## src/rtl/sync_pkg.sv

```systemverilog
// sync_pkg: shared scenario state encoding, clock rate, default timing constants and a width helper.
package sync_pkg;
   typedef enum logic [2:0] {
      IDLE   = 3'd0,
      ARMED  = 3'd1,
      DELAY  = 3'd2,
      WINDOW = 3'd3,
      FIRE   = 3'd4,
      BUSY   = 3'd5,
      DONE   = 3'd6,
      FAULT  = 3'd7
   } scenario_state_t;
   localparam int CLOCK_HZ              = 200_000_000;
   localparam int FG_DELAY_DEFAULT      = 1_800_000;
   localparam int WINDOW_DEFAULT        = 20_000;
   localparam int TRIG_WIDTH_DEFAULT    = 20;
   localparam int SHOTS_DEFAULT         = 10;
   localparam int READY_TIMEOUT_DEFAULT = 2_000_000;
   function automatic int max_of(input int a, input int b);
      return a > b ? a : b;
   endfunction
endpackage

```

## src/rtl/sync_edge_detector.sv

```systemverilog
// sync_edge_detector: 2-FF synchronizer plus registered rising-edge pulse.
// Ports: clock, reset_signal (sync, active-high), raw (async input),
//        q (one-clock rise pulse, or the synchronized level when PASS_LEVEL=1).
module sync_edge_detector #(
   parameter bit PASS_LEVEL = 1'b0
) (
   input  logic clock,
   input  logic reset_signal,
   input  logic raw,
   output logic q
);
   logic meta, level, prev, rise;
   always_ff @(posedge clock)
      if (reset_signal) {meta, level, prev, rise} <= '0;
      else begin
         meta  <= raw;
         level <= meta;
         prev  <= level;
         rise  <= level & ~prev;
      end
   assign q = PASS_LEVEL ? level : rise;
endmodule

```

## src/rtl/sync_trigger_sequencer.sv

```systemverilog
// sync_trigger_sequencer: arms on start, aligns to fg, opens a gate window and fires a phase-aligned trigger per shot.
// Ports: clock, reset_signal (sync, active-high); async inputs start_signal, fg_signal,
//        phase_signal, detector_ready; outputs output_trigger (registered pulse),
//        scenario_state (state encoding), counter_out (shots fired), miss_count (saturating).
module sync_trigger_sequencer
   import sync_pkg::*;
#(
   parameter int FG_DELAY_CYCLES = FG_DELAY_DEFAULT,
   parameter int WINDOW_CYCLES   = WINDOW_DEFAULT,
   parameter int TRIG_WIDTH      = TRIG_WIDTH_DEFAULT,
   parameter int SHOTS           = SHOTS_DEFAULT,
   parameter int READY_TIMEOUT   = READY_TIMEOUT_DEFAULT
) (
   input  logic       clock,
   input  logic       reset_signal,
   input  logic       start_signal,
   input  logic       fg_signal,
   input  logic       phase_signal,
   input  logic       detector_ready,
   output logic       output_trigger,
   output logic [2:0] scenario_state,
   output logic [7:0] counter_out,
   output logic [7:0] miss_count
);
   // one down-counter serves delay, window, pulse width and ready timeout
   localparam int CW = $clog2(max_of(max_of(FG_DELAY_CYCLES, WINDOW_CYCLES),
                                     max_of(TRIG_WIDTH, READY_TIMEOUT))) + 1;
   scenario_state_t state;
   logic [CW-1:0] cnt;
   logic start_rise, fg_rise, phase_rise, ready, seen_low;
   sync_edge_detector u_start (.clock(clock), .reset_signal(reset_signal), .raw(start_signal), .q(start_rise));
   sync_edge_detector u_fg    (.clock(clock), .reset_signal(reset_signal), .raw(fg_signal),    .q(fg_rise));
   sync_edge_detector u_phase (.clock(clock), .reset_signal(reset_signal), .raw(phase_signal), .q(phase_rise));
   sync_edge_detector #(.PASS_LEVEL(1'b1)) u_ready (.clock(clock), .reset_signal(reset_signal), .raw(detector_ready), .q(ready));
   always_ff @(posedge clock)
      if (reset_signal) begin
         state          <= IDLE;
         cnt            <= '0;
         output_trigger <= 1'b0;
         counter_out    <= '0;
         miss_count     <= '0;
         seen_low       <= 1'b0;
      end else
         case (state)
            IDLE, DONE, FAULT:
               if (start_rise) begin
                  counter_out <= '0;
                  miss_count  <= '0;
                  state       <= ARMED;
               end
            ARMED:
               if (fg_rise) begin
                  cnt   <= CW'(FG_DELAY_CYCLES - 1);
                  state <= DELAY;
               end
            DELAY:
               if (cnt == '0) begin
                  cnt   <= CW'(WINDOW_CYCLES - 1);
                  state <= WINDOW;
               end else cnt <= cnt - 1'b1;
            WINDOW:
               // a phase edge on the last window clock still wins over expiry
               if (phase_rise && ready) begin
                  output_trigger <= 1'b1;
                  counter_out    <= counter_out + 8'd1;
                  cnt            <= CW'(TRIG_WIDTH - 1);
                  state          <= FIRE;
               end else if (cnt == '0) begin
                  miss_count <= miss_count + {7'd0, ~&miss_count};
                  state      <= ARMED;
               end else cnt <= cnt - 1'b1;
            FIRE:
               if (cnt == '0) begin
                  output_trigger <= 1'b0;
                  cnt            <= CW'(READY_TIMEOUT - 1);
                  seen_low       <= 1'b0;
                  state          <= BUSY;
               end else cnt <= cnt - 1'b1;
            BUSY:
               // recovery only counts once ready has been seen low inside BUSY
               if (seen_low && ready) state <= (counter_out >= 8'(SHOTS)) ? DONE : ARMED;
               else if (cnt == '0) state <= FAULT;
               else begin
                  cnt <= cnt - 1'b1;
                  if (!ready) seen_low <= 1'b1;
               end
            default: state <= IDLE;
         endcase
   assign scenario_state = state;
endmodule

```

## config.mk

```make
export PLATFORM = sky130hd
export DESIGN_NAME = sync_trigger_sequencer
export DESIGN_NICKNAME = d
export VERILOG_FILES = /design/src/rtl/sync_pkg.sv /design/src/rtl/sync_edge_detector.sv /design/src/rtl/sync_trigger_sequencer.sv
export SDC_FILE = /design/constraint.sdc
export NUM_CORES = 1
export LEC_CHECK = 0
export BUFFER_PORTS_ARGS = -buffer_cell sky130_fd_sc_hd__buf_2
export CAP_MARGIN = 20
export CORE_MARGIN = 2
export CORE_UTILIZATION = 64
export CTS_CLUSTER_SIZE = 20
export DETAILED_ROUTE_END_ITERATION = 8
export GPL_TIMING_DRIVEN = 0
export HOLD_SLACK_MARGIN = 0.08
export PLACE_DENSITY = 0.85
export SYNTH_ARGS = -nofsm -noshare
export SYNTH_HDL_FRONTEND = slang
export SYNTH_HIERARCHICAL = 1
export SYNTH_SLANG_ARGS = --single-unit
```

## constraint.sdc

```tcl
create_clock -name clock -period 6.2 [get_ports clock]
set_input_delay 0.62 -clock clock [delete_from_list [all_inputs] [get_ports clock]]
set_output_delay 0.62 -clock clock [all_outputs]
set_load 0.005 [all_outputs]
```

==> flow_summary.yaml, run 1 <==
run_status:
  outcome: "finished clean"
synthesis:
  syn-num-nets: 396
  combined_area_of_all_synthesized_cells_mm2: 0.00310
  synth_largest_area_cell: "sky130_fd_sc_hd__dfxtp_1"
  synth_largest_type_area_fraction_pct: 36.8
  yosys_warnings: 6
  synth.yosys.seq_area_share_pct: 36.8
  combinational_family_with_the_most_area_after_synthesis: "simple AND/OR/NAND/NOR gates"
  yosys.cell_count.top_type: "sky130_fd_sc_hd__dfxtp_1"
  synth_top_cells_by_area: "sky130_fd_sc_hd__dfxtp_1, sky130_fd_sc_hd__nor2_1, sky130_fd_sc_hd__a21oi_1, sky130_fd_sc_hd__o21ai_0, sky130_fd_sc_hd__nand2_1"
  yosys_register_bits: 57
  netlist-cell-type-count: 58
  synth-compound-area-share_pct: 21.5
  async_reset_ff_share_pct: 0
  synth_adder_area_share_pct: 2.82
  synth_simple_gate_area_share_pct: 29.5
  number_of_enable_flip_flop_cells_after_synthesis: 0
  synth.top_cells.by_count: "sky130_fd_sc_hd__dfxtp_1, sky130_fd_sc_hd__nor2_1, sky130_fd_sc_hd__a21oi_1"
  synthFlopType: "sky130_fd_sc_hd__dfxtp_1"
  yosys-mux-area-fraction_pct: 2.42
  syn_area_per_cell_um2: 8.10
  post_synthesis_share_of_cell_area_spent_on_xor_and_xnor_gates_pct: 3.39
  postSynthCellCount: 383
routing:
  dr.first_iter.drc_count: 477
  routed_wirelength_um: 8270
  route.detailed.wl_per_inst_um: 17.3
  ant_nets: 0
  drt_drc_violations_left: 0
  via_density_per_instance: 6.54
  number_of_detailed_route_iterations_in_the_first_pass: 5
  vias: 3128
die:
  fp.dieW_um: 73.6
  core_mm2: 0.00469
  rows: 25
  initial_utilization_pct: 66.1
  die_height_um: 73.6
  die_area_mm2: 0.00542
  top_level_ports: 26
grt:
  grt_use_total_pct: 32.2
  grt_pass1_vias: 2801
  global_route_met1_usage_pct: 43.3
  groute.layer.met3.usage_pct: 7.13
  met2_usage_pct: 47.2
  overflow: 0
  grt_first_pass_wirelength_um: 13100
  grt_start_max_net_pins: 17
  grt_antenna_before_repair: 0
  grt_most_used_layer: "met2"
timing:
  worst_pin_slew_ps: 993
  hold_viol_final: 0
  grt_setup_unrepaired: "no"
  final-setup-viol-count: 0
  maxSlewHeadroom_pct: 33.0
  fraction_of_the_cycle_the_final_worst_path_needs_pct: 44.6
  final-max-slew-violation-count: 0
  period_needed_ps: 2760
  timing.fmax_mhz: 362
  finalSetupTns_ps: 0
  final.setup_skew_ps: 7.44
power_and_ir_drop:
  combinationalPowerShare_pct: 7.7
  sw_frac_of_total_pct: 24.6
  powerDensity_mw_per_mm2: 230
  clockPowerShare_pct: 46.0
  worst_ir_drop_vdd_mv: 0.213
  total_leakage_power_nw: 1.38
  power.switching_mw: 0.199
  pwr-share-seq_pct: 46.3
  power_report.internal_total_mw: 0.609
  report.power.total_mw: 0.808
cells_and_area:
  share_of_cells_above_drive_strength_1_pct: 15.1
  areaGrowthSynthToFinish_pct: 13.2
  layout.nets: 432
  multiInputGateArea_mm2: 0.00185
  seq_area_mm2: 0.00114
  ant_diodes: 0
  final_cells: 478
  final.fill_count: 359
  utilization_pct: 74.8
place:
  io_buffer_count: 25
  place.detailed.instances: 462
  gpl.final_weighted_congestion: 0.969
  dp_hpwl_um: 5590
worst_setup_path:
  startpoint_type: "register"
  endpoint_kind: "register"
  crit_path_max_fanout: 8
  criticalPathCategory: "reg2reg"
  required_ps: 6410
  cp.arrival_ps: 2980
clocking:
  clk-insertion-delay-late_ps: 340
  clock_path_buffers: 2
  cts.sinks: 57
  post_cts_hold_buffer_count: 0
  clkTransAtPathRegs_ps: 60
  cts_inserted_buffers: 9
  cts_root_buf: "sky130_fd_sc_hd__clkbuf_8"
  cts_max_level: 3
  postCtsSetupBuffers: 0
  cts_tree: "done"
  post_cts_resized: 0
worst_hold_path:
  hold_path.class: "reg2reg"
flow_run:
  maximum_capacitance_violations: 0
-- stage by stage --
stage                     area (µm²)  worst slack [ps]  hold slack, ps
after floorplan                 3100              4090             387
after detailed placement        3290              3540             398
after global routing            3510              3280             427
final                           3510              3440             406
after global placement          3290              3500             391
after CTS                       3510              3510             408
-- flip-flops by register name, indices dropped and copies added, names as in the netlist, 3 cells and up --
register        count
miss_count          8
counter_out         8
cnt                22
scenario_state      3
-- logic make-up (layout without fill, tap and decap cells) --
logic type      count (synthesis)  count (layout)
mux                             7               7
flops                          57              57
simple gates                  169             169
compound gates                106             106
fa+ha+maj                       7               7
buf+inv                        25              66
xor+xnor                       12              12
-- power by group through the flow --
stage / clock network (mW) / registers [mW] / logic (mW)
CTS: 0.374 / 0.374 / 0.0608
detailed placement: 0 / 0.382 / 0.0599
floorplan: 0 / 0.381 / 0.0438
finish: 0.371 / 0.374 / 0.0626
global route: 0.389 / 0.375 / 0.0675
global placement: 0 / 0.382 / 0.0590
-- critical path: stages (launching register included) --
cell	delay, ps
sky130_fd_sc_hd__dfxtp_1	460
sky130_fd_sc_hd__xnor2_1	220
sky130_fd_sc_hd__a41oi_1	810
sky130_fd_sc_hd__o21ai_1	490
sky130_fd_sc_hd__o21ai_2	390
sky130_fd_sc_hd__mux2i_1	220
sky130_fd_sc_hd__nor2_1	50
-- layout make-up --
cell class,instances,share of cell area [%]
plain buffers,15,2.10
clock buffers,12,4.71
clock inverters,4,1.43
inverters,10,1.07
multi-input cells,301,52.7
flip-flops and latches,57,32.5
well taps,54,1.93
repair buffers,25,3.57
-- worst paths after layout --
path	start	end	slack [ps]	depth (start not counted)
worst max-delay path	scenario_state[2]	scenario_state[2]	3440	6
worst min register to register	u_start/prev	u_start/q	410	1
worst min-delay path	u_start/prev	u_start/q	410	1
worst max register to register	scenario_state[2]	scenario_state[2]	3440	6
-- placed cells by master (no fill, tap or decap), types with 5 or more instances in the layout --
cell type,synthesis,layout
sky130_fd_sc_hd__dfxtp_1,57,57
sky130_fd_sc_hd__nor2_1,53,53
sky130_fd_sc_hd__a21oi_1,35,35
sky130_fd_sc_hd__nand2_1,29,29
sky130_fd_sc_hd__buf_2,2,27
sky130_fd_sc_hd__o21ai_0,23,23
sky130_fd_sc_hd__nand3_1,17,17
sky130_fd_sc_hd__nor3_1,13,13
sky130_fd_sc_hd__nor2b_1,12,12
sky130_fd_sc_hd__clkbuf_8,0,12
sky130_fd_sc_hd__clkbuf_1,11,11
sky130_fd_sc_hd__inv_1,9,9
sky130_fd_sc_hd__nor4_1,7,7
sky130_fd_sc_hd__xor2_1,7,7
sky130_fd_sc_hd__ha_1,7,7
sky130_fd_sc_hd__nand2b_1,6,6
sky130_fd_sc_hd__a211oi_1,6,6
sky130_fd_sc_hd__xnor2_1,5,5
sky130_fd_sc_hd__o31ai_1,5,5
sky130_fd_sc_hd__o21ai_1,5,5
sky130_fd_sc_hd__a311oi_1,5,5
-- layer usage --
layer  wire (µm)  up-vias
li1            -     1478
met1        3540     1438
met2        3710      177
met3         679       35
met4         337        0
met5           0        -
Note: power is estimated with default switching activity, not from simulation.
==> run 2: changes to the inputs <==
- ABC_AREA: not set -> 1
- CORE_UTILIZATION: 64 -> 55
- PLACE_DENSITY: 0.85 -> 0.77
- clock period: 6.2 -> 2.3 ns (I/O delays scaled with it)
==> run 2 against run 1 <==
Synthesized area grew 12%. Non-clock buffer count shrank 4. Worst hold slack lost 310 ps. Count of clock-buffer cells in the layout shrank 1. Via count grew 14%. Design area grew 12%. Maximum frequency grew 42%. Global-route usage shrank 5.2 points. Clock skew grew 4.3 ps. Sequential share of layout area shrank 3.4 points. Largest cell class unchanged. Largest power group is now combinational cells. Highest routed layer unchanged.
==> flow_summary.yaml, run 2 <==
cells_and_area:
  ant_diodes: 0
  max_ffs_per_register: 22
  final.fill_count: 573
  share_of_cells_above_drive_strength_1_pct: 17.5
  largest-register: "cnt"
  areaGrowthSynthToFinish_pct: 12.8
  layout.nets: 591
  layout.cells.most_common_list: "sky130_fd_sc_hd__nand2_1, sky130_fd_sc_hd__nor2_1, sky130_fd_sc_hd__inv_1, sky130_fd_sc_hd__dfxtp_1, sky130_fd_sc_hd__a21oi_1"
  layout_commonest_cell: "sky130_fd_sc_hd__nand2_1"
  largestRegisters: "cnt x22, counter_out x8, miss_count x8"
power_and_ir_drop:
  total_leakage_power_nw: 1.90
  powerDensity_mw_per_mm2: 1260
  report.power.total_mw: 4.92
  worst_ir_drop_vdd_mv: 0.610
routing:
  dr.first_iter.drc_count: 203
  via_density_per_instance: 5.41
  vias: 3559
  routed_wirelength_um: 9050
  drt_drc_violations_left: 0
  ant_nets: 0
  number_of_detailed_route_iterations_in_the_first_pass: 5
  route.detailed.wl_per_inst_um: 13.8
die:
  rows: 28
  core_mm2: 0.00603
  die_area_mm2: 0.00697
  die_height_um: 83.5
  top_level_ports: 26
  fp.dieW_um: 83.5
  initial_utilization_pct: 57.7
synthesis:
  synth_top_cells_by_area: "sky130_fd_sc_hd__dfxtp_1, sky130_fd_sc_hd__nand2_1, sky130_fd_sc_hd__nor2_1, sky130_fd_sc_hd__a21oi_1, sky130_fd_sc_hd__inv_1"
  postSynthCellCount: 539
  syn_area_per_cell_um2: 6.45
  yosys.cell_count.top_type: "sky130_fd_sc_hd__nand2_1"
  synth.top_cells.by_count: "sky130_fd_sc_hd__nand2_1, sky130_fd_sc_hd__nor2_1, sky130_fd_sc_hd__inv_1"
  synthFlopType: "sky130_fd_sc_hd__dfxtp_1"
  combined_area_of_all_synthesized_cells_mm2: 0.00348
  synth.yosys.seq_area_share_pct: 32.8
  synth_largest_type_area_fraction_pct: 32.8
  async_reset_ff_share_pct: 0
  synth_largest_area_cell: "sky130_fd_sc_hd__dfxtp_1"
  syn-num-nets: 552
  yosys_warnings: 6
  number_of_enable_flip_flop_cells_after_synthesis: 0
  yosys_register_bits: 57
  netlist-cell-type-count: 38
worst_setup_path:
  endpoint_kind: "register"
  crit_path_start: "miss_count[2]"
  crit_end: "miss_count[4]"
  cp.arrival_ps: 2160
  startpoint_type: "register"
  r2r_slack_ps: 360
  criticalPathCategory: "reg2reg"
  crit_path_max_fanout: 7
  worstReg2RegEnd: "miss_count[4]"
  worstRegToRegCells: 11
  regToRegStartpoint: "miss_count[2]"
  required_ps: 2520
grt:
  grt_use_total_pct: 27.1
  grt_start_max_net_pins: 18
  grt_antenna_before_repair: 0
  overflow: 0
  grt_pass1_vias: 3396
  grt_first_pass_wirelength_um: 15300
place:
  io_buffer_count: 25
  dp_hpwl_um: 6770
  gpl.final_weighted_congestion: 0.991
worst_hold_path:
  hold_path.class: "in2reg"
  hp-start: "detector_ready"
  hold_path_depth: 3
clocking:
  clock_path_buffers: 2
  cts_tree: "done"
  clkTransAtPathRegs_ps: 70
  post_cts_resized: 0
  cts_root_buf: "sky130_fd_sc_hd__clkbuf_8"
  clk-insertion-delay-late_ps: 360
  cts_max_level: 3
  cts_inserted_buffers: 9
  cts.sinks: 57
timing:
  period_needed_ps: 1940
  worst_pin_slew_ps: 681
  hold_viol_final: 0
  timing.fmax_mhz: 515
  finalSetupTns_ps: 0
  maxSlewHeadroom_pct: 54.6
  final.setup_skew_ps: 11.7
  final-setup-viol-count: 0
  fraction_of_the_cycle_the_final_worst_path_needs_pct: 84.4
  final-max-slew-violation-count: 0
  grt_setup_unrepaired: "no"
run_status:
  outcome: "finished clean"
flow_run:
  maximum_capacitance_violations: 0
==> run 2: cell types whose count changed after synthesis, moves of 12 or more <==
| cell | previous run | this run |
|---|---|---|
| sky130_fd_sc_hd__nand2_1 | 29 | 122 |
| sky130_fd_sc_hd__inv_1 | 9 | 61 |
| sky130_fd_sc_hd__nor2_1 | 53 | 78 |
| sky130_fd_sc_hd__inv_2 | 1 | 18 |
| sky130_fd_sc_hd__nand3_1 | 17 | 33 |
| sky130_fd_sc_hd__nand2_2 | 0 | 12 |
| sky130_fd_sc_hd__nor2b_1 | 12 | 0 |
| sky130_fd_sc_hd__nor3_1 | 13 | 1 |
==> run 2: power breakdown <==
part,switching [mW],internal (mW)
registers,0.166,1.15
logic,1.81,0.850
clock network,0.427,0.525
==> run 2: cells by family (layout without fill, tap and decap cells) <==
kind of cell / count (synthesis) / in the layout / synth area share (%)
AOI/OAI and AO/OA: 90 / 90 / 14.1
xor gates and xnor gates: 11 / 11 / 2.77
adders and majority gates: 7 / 7 / 2.52
buffers and inverters: 89 / 133 / 10.0
DFF: 57 / 57 / 32.8
and+or+nand+nor: 285 / 285 / 37.7
==> run 2: metal layers <==
metal | GRT usage (%) | vias to the layer above | wire length (µm)
met2 | 43.7 | 122 | 4120
met4 | 13.3 | 0 | 297
met1 | 34.0 | 1615 | 4060
li1 | - | 1795 | -
met5 | 0 | - | 0
met3 | 6.23 | 27 | 574
==> run 2: what timing repair did <==
| action | in CTS | in global routing |
|---|---|---|
| hold endpoints to repair | 3 | 0 |
| hold buffers | 3 | 0 |
| setup buffers | 0 | 0 |
==> run 2: how the worst min path moves through the flow <==
stage,endpoint,slack (ps)
finish,u_ready/meta,90
floorplan,u_fg/meta,300
global placement,u_phase/q,380
global route,u_ready/meta,90
CTS,u_ready/meta,90
detailed placement,u_phase/q,390
==> run 2: worst max-delay path, stage by stage, from the launching register on <==
cell	delay (ps)
sky130_fd_sc_hd__dfxtp_1	330
sky130_fd_sc_hd__clkbuf_1	270
sky130_fd_sc_hd__nand2_1	100
sky130_fd_sc_hd__nor2_1	100
sky130_fd_sc_hd__nand4_1	90
sky130_fd_sc_hd__ha_1	230
sky130_fd_sc_hd__ha_1	230
sky130_fd_sc_hd__nand3_1	110
sky130_fd_sc_hd__xor2_1	150
sky130_fd_sc_hd__nor2_1	60
sky130_fd_sc_hd__nand2_1	70
sky130_fd_sc_hd__a21oi_1	60
==> run 2: layout make-up <==
class	count	area [µm²]	share of cell area (%)
clock inverter	5	55.1	1.40
tap	75	93.8	2.39
timing repair buffer	28	155	3.96
multi-input combinational	393	1990	50.7
buffer	8	45.0	1.15
clock buffer	11	141	3.60
sequential	57	1140	29.1
inverter	81	304	7.75
==> run 2: per-stage QoR <==
stage	instance area (µm²)	hold slack [ps]	cells	utilization, %	worst slack (ps)
4_1_cts	3920	85.2	658	65.1	347
2_1_floorplan	3480	301	539	-	587
5_1_grt	3920	88.4	658	65.1	143
3_5_place_dp	3700	386	639	61.3	384
6_report	3920	90.8	658	65.1	359
3_3_place_gp	3700	385	639	61.3	462
